$ cat config.mk
export PLATFORM = sky130hd
export DESIGN_NAME = decoder_logic_pipe
export DESIGN_NICKNAME = d
export VERILOG_FILES = /design/src/rtl/decoder_logic_pipe.sv
export SDC_FILE = /design/constraint.sdc
export NUM_CORES = 1
export LEC_CHECK = 0
export BUFFER_PORTS_ARGS = -buffer_cell sky130_fd_sc_hd__buf_2
export CORE_MARGIN = 1
export CORE_UTILIZATION = 40
export DETAILED_ROUTE_END_ITERATION = 10
export GPL_ROUTABILITY_DRIVEN = 0
export HOLD_SLACK_MARGIN = 0.02
export MAX_ROUTING_LAYER = met4
export PLACE_DENSITY = 0.58
export SYNTH_ARGS = -nofsm -noshare
export SYNTH_HDL_FRONTEND = slang
export SYNTH_SLANG_ARGS = --single-unit
$ cat constraint.sdc
create_clock -name clk -period 2.3 [get_ports clk]
set_input_delay 0.115 -clock clk [delete_from_list [all_inputs] [get_ports clk]]
set_output_delay 0.115 -clock clk [all_outputs]
set_load 0.01 [all_outputs]
$ cat src/rtl/decoder_logic_pipe.sv
// Pipelined logic-function unit: an N-to-2^N one-hot decoder feeds an OR of on-set
// minterms selected by op, behind a two-stage stall-all valid/ready pipeline.
module decoder_logic_pipe #(
    parameter int unsigned N     = 3,
    parameter int unsigned CNT_W = 16
) (
    input  logic                  clk,
    input  logic                  rst,
    input  logic                  in_valid,
    output logic                  in_ready,
    input  logic [N-1:0]          in_data,
    input  logic [2:0]            in_op,
    input  logic                  cfg_we,
    input  logic [(1<<N)-1:0]     cfg_lut,
    output logic                  out_valid,
    input  logic                  out_ready,
    output logic                  out_y,
    output logic [(1<<N)-1:0]     out_onehot,
    output logic [CNT_W-1:0]      ones_cnt
);

    localparam int unsigned M = 1 << N;

    typedef enum logic [2:0] {
        OP_XOR  = 3'b000,
        OP_XNOR = 3'b001,
        OP_AND  = 3'b010,
        OP_NAND = 3'b011,
        OP_OR   = 3'b100,
        OP_NOR  = 3'b101,
        OP_LUT  = 3'b110,
        OP_RSVD = 3'b111
    } op_e;

    // Minterms whose index has odd popcount form the XOR on-set.
    function automatic logic [M-1:0] odd_mask();
        logic [M-1:0] m;
        m = '0;
        for (int unsigned k = 0; k < M; k++) begin
            m[k] = ^(N'(k));
        end
        return m;
    endfunction

    localparam logic [M-1:0] ODD_SET = odd_mask();
    localparam logic [M-1:0] TOP_SET = M'(1) << (M - 1);
    localparam logic [M-1:0] ZERO_SET = M'(1);

    logic           advance;
    logic [M-1:0]   dec;
    logic [M-1:0]   lut_q;

    logic           s1_valid;
    logic [M-1:0]   s1_onehot;
    op_e            s1_op;
    logic [M-1:0]   s1_lut;

    logic [M-1:0]   onset;
    logic           y_next;

    assign advance  = !out_valid || out_ready;
    assign in_ready = advance;
    assign dec      = M'(1) << in_data;

    always_comb begin
        onset = '0;
        unique case (s1_op)
            OP_XOR:  onset = ODD_SET;
            OP_XNOR: onset = ~ODD_SET;
            OP_AND:  onset = TOP_SET;
            OP_NAND: onset = ~TOP_SET;
            OP_OR:   onset = ~ZERO_SET;
            OP_NOR:  onset = ZERO_SET;
            OP_LUT:  onset = s1_lut;
            OP_RSVD: onset = '0;
        endcase
    end

    assign y_next = |(s1_onehot & onset);

    always_ff @(posedge clk) begin
        if (rst) begin
            lut_q <= '0;
        end else if (cfg_we) begin
            lut_q <= cfg_lut;
        end
    end

    // Bubbles carry a cleared onehot so out_y and out_onehot read zero when not valid.
    always_ff @(posedge clk) begin
        if (rst) begin
            s1_valid   <= 1'b0;
            s1_onehot  <= '0;
            s1_op      <= OP_XOR;
            s1_lut     <= '0;
            out_valid  <= 1'b0;
            out_y      <= 1'b0;
            out_onehot <= '0;
        end else if (advance) begin
            s1_valid   <= in_valid;
            s1_onehot  <= in_valid ? dec : '0;
            s1_op      <= op_e'(in_op);
            s1_lut     <= lut_q;
            out_valid  <= s1_valid;
            out_y      <= y_next;
            out_onehot <= s1_onehot;
        end
    end

    always_ff @(posedge clk) begin
        if (rst) begin
            ones_cnt <= '0;
        end else if (out_valid && out_ready && out_y && (ones_cnt != '1)) begin
            ones_cnt <= ones_cnt + CNT_W'(1);
        end
    end

endmodule
==> flow_metrics.env <==
export IMPL_synth_area_mm2=0.00227
export IMPL_cp_required_ns=2.53
export IMPL_reg2reg_depth=5
export IMPL_nNetsFinal=329
export IMPL_grt_pass1_wl_um=8450
export IMPL_drive_gt1_share_pct=22.7
export IMPL_io_buffers=45
export IMPL_chipWidth_um=77.4
export IMPL_layout_common_cells="54 x dfxtp_1, 47 x nand2_1, 45 x buf_2"
export IMPL_fin_crit_ns=1.95
export IMPL_grt_pass1_vias=1762
export IMPL_cp_max_fo=8
export IMPL_die_area_mm2=0.00599
export IMPL_io_pins=46
export IMPL_via_per_inst=5.35
export IMPL_num_vias=2037
export IMPL_slew_headroom_pct=52.0
export IMPL_area_delta_synth_final_pct=16.6
export IMPL_clockBufferDepth=2
export IMPL_seqPwrFrac_pct=61.4
export IMPL_total_leakage_power_uw=0.00104
export IMPL_multiInputGateArea_mm2=0.00110
export IMPL_drc=0
export IMPL_holdPathStages=3
export IMPL_drv_cap=0
export IMPL_hold_buffers=0
export IMPL_dpl_hpwl_um=3490
export IMPL_clockPowerShare_pct=32.1
export IMPL_die_h_um=77.4
export IMPL_antenna_cells=0
export IMPL_p_sw_share_pct=24.1
export IMPL_tightest_slew_ns=0.720
export IMPL_wl_per_cell_um=13.3
export IMPL_regArea_mm2=0.00108
export IMPL_fin_crit_sh_pct=84.8
export IMPL_cp_end_kind="register"
export IMPL_hold_worst_slack_ns=0.0382
export IMPL_hold_viol_final=0
export IMPL_syn_inst=267
export IMPL_status="complete, no violations"
export IMPL_hp_class="in -> reg"
export IMPL_start_kind="register"
export IMPL_p_sw_uw=384
export IMPL_dr_pass1_iters=4
export IMPL_fin_setup_tns_ns=0
export IMPL_fin_skew_ns=0.00593
export IMPL_finalSetupViolCount=0
export IMPL_r2r_start="ones_cnt[0]$_SDFFE_PP0P_"
export IMPL_synth_area_per_cell_um2=8.51
export IMPL_ys_seq_elements=54
export IMPL_p_per_area_mw_per_mm2=600
export IMPL_crit_type="reg -> reg"
export IMPL_drv_slew=0
export IMPL_ctsHtreeMaxLevel=2
export IMPL_fmax_mhz=513
export IMPL_ir_drop_mv=0.344
export IMPL_start_util_pct=41.3
export IMPL_grt_max_degree=39
export IMPL_min_to="lut_q[5]$_SDFFE_PP0P_"
export IMPL_synth_cell_type_count=38
export IMPL_ant_nets=0
export IMPL_initialDrtViolationCount=104
export IMPL_final_common_cell="dfxtp_1"
export IMPL_yosysWarnings=0
export IMPL_post_cts_resized=0
export IMPL_post_cts_buffers=0
export IMPL_core_mm2=0.00551
export IMPL_cts_made_buffers=5
export IMPL_numClockSinks=54
export IMPL_cts_tree="built"
export IMPL_grt_antenna_before_repair=0
export IMPL_ys_seq_area_share_pct=47.6
export IMPL_rows=27
export IMPL_cp_arrival_ns=2.18
export IMPL_synth_fp_nets=287
export IMPL_hp_start="cfg_lut[5]"
export IMPL_fill_cells=552
export IMPL_worstReg2RegEnd="ones_cnt[8]$_SDFFE_PP0P_"
export IMPL_rsz0062_at_grt="false"
export IMPL_grt_usage_pct=18.1
export IMPL_combPwrFrac_pct=6.5
export IMPL_clockRootBuffer="clkbuf_8"
export IMPL_clk_pin_slew_ns=0.10
export IMPL_power_internal_uw=1210
export IMPL_grt_overflow=0
export IMPL_ff2ff_setup_slack_ns=0.35
export IMPL_worstSkewPairLatency_ns=0.30
export IMPL_totalWireLength_um=5060
area by class of cell:
class                           count  area share [%]
Clock buffer                        5            2.60
Inverter                            5           0.708
Multi-Input combinational cell    191            41.6
Sequential cell                    54            40.8
Timing Repair Buffer               52            10.5
Clock inverter                      2           0.378
Tap cell                           72            3.40
metal layers:
layer  wire, um  up-vias  share of wire (%)  track usage, %
li1           -     1050                  -               -
met1       2480      923                 49            24.5
met2       2280       62                 45            26.5
met3        260        2                5.1            3.76
met4         31        0               0.61            6.60
met5          0        -                  0               -
stage by stage:
step	instance area (um2)	setup WS, ns	total power [uW]	std cells	utilization (%)
CTS	2650	0.343	1610	381	48.1
finish	2650	0.351	1590	381	48.1
global route	2650	0.199	1660	381	48.1
global placement	2570	0.422	1100	374	46.7
detailed placement	2570	0.385	1100	374	46.7
floorplan	2270	0.440	1060	267	-
synthesized netlist by cell type:
library cell / n / area share, %
nand3_2: 1 / 0.44
inv_1: 5 / 0.83
a31oi_1: 1 / 0.28
or4_2: 5 / 1.9
ha_1: 1 / 0.55
a41oi_1: 2 / 0.77
nand4_4: 1 / 0.94
nor3_1: 7 / 1.5
nor2b_1: 4 / 1.1
o21ai_0: 4 / 0.88
nand3_1: 6 / 1.3
a21oi_1: 35 / 7.7
nor4_1: 2 / 0.55
nor2_1: 21 / 3.5
clkbuf_1: 13 / 2.1
or3_1: 3 / 0.83
and3_1: 2 / 0.55
o311ai_0: 1 / 0.39
nor3b_1: 1 / 0.33
dfxtp_1: 54 / 48
buf_2: 1 / 0.22
a32oi_1: 2 / 0.77
buf_4: 1 / 0.33
mux2_2: 1 / 0.50
buf_6: 1 / 0.50
and4_1: 1 / 0.39
mux2i_1: 9 / 4.0
nand2_1: 47 / 7.8
and4_2: 1 / 0.44
nand3b_1: 1 / 0.33
nand4_1: 5 / 1.4
a222oi_1: 1 / 0.44
o211ai_1: 1 / 0.33
clkbuf_2: 1 / 0.22
a22oi_1: 8 / 2.6
o41ai_1: 1 / 0.39
or4_1: 5 / 1.7
o31ai_1: 11 / 3.6
power groups by stage:
stage | clock network (uW) | logic [uW] | registers [uW]
floorplan | 0 | 66.5 | 995
global placement | 0 | 104 | 998
detailed placement | 0 | 104 | 999
CTS | 525 | 105 | 977
global route | 564 | 117 | 980
finish | 510 | 104 | 977
worst max-delay path: stages, from the launching register on:
cell and delay [ns]:
dfxtp_1 0.41, ha_1 0.21, nand3_2 0.13, or3_1 0.48
or4_1 0.50, a21oi_1 0.15
registers in the layout, indices dropped and copies added (netlist names):
register    flops
s1_op           3
lut_q           8
s1_lut          8
out_onehot      8
out_valid       1
s1_onehot       8
out_y           1
ones_cnt       16
s1_valid        1
worst max-delay path by stage:
stage | to | cells after the start | from
final | ones_cnt[8]$_SDFFE_PP0P_ | 5 | ones_cnt[0]$_SDFFE_PP0P_
after global routing | ones_cnt[8]$_SDFFE_PP0P_ | 5 | ones_cnt[0]$_SDFFE_PP0P_
after CTS | ones_cnt[8]$_SDFFE_PP0P_ | 5 | ones_cnt[0]$_SDFFE_PP0P_
after detailed placement | ones_cnt[8]$_SDFFE_PP0P_ | 5 | ones_cnt[0]$_SDFFE_PP0P_
after global placement | ones_cnt[8]$_SDFFE_PP0P_ | 5 | ones_cnt[0]$_SDFFE_PP0P_
after floorplan | ones_cnt[8]$_SDFFE_PP0P_ | 6 | ones_cnt[0]$_SDFFE_PP0P_
logic make-up (layout without fill, tap and decap cells):
group | count (synthesis) | in the layout | synth area share (%)
AO/OA/AOI/OAI | 67 | 67 | 18.2
adder cells (fa/ha/maj) | 1 | 1 | 0.551
multiplexers | 10 | 10 | 4.46
AND/OR/NAND/NOR | 113 | 113 | 24.9
buffers and inverters | 22 | 64 | 4.24
flip-flops | 54 | 54 | 47.6
Note: power is estimated with default switching activity, not from simulation.
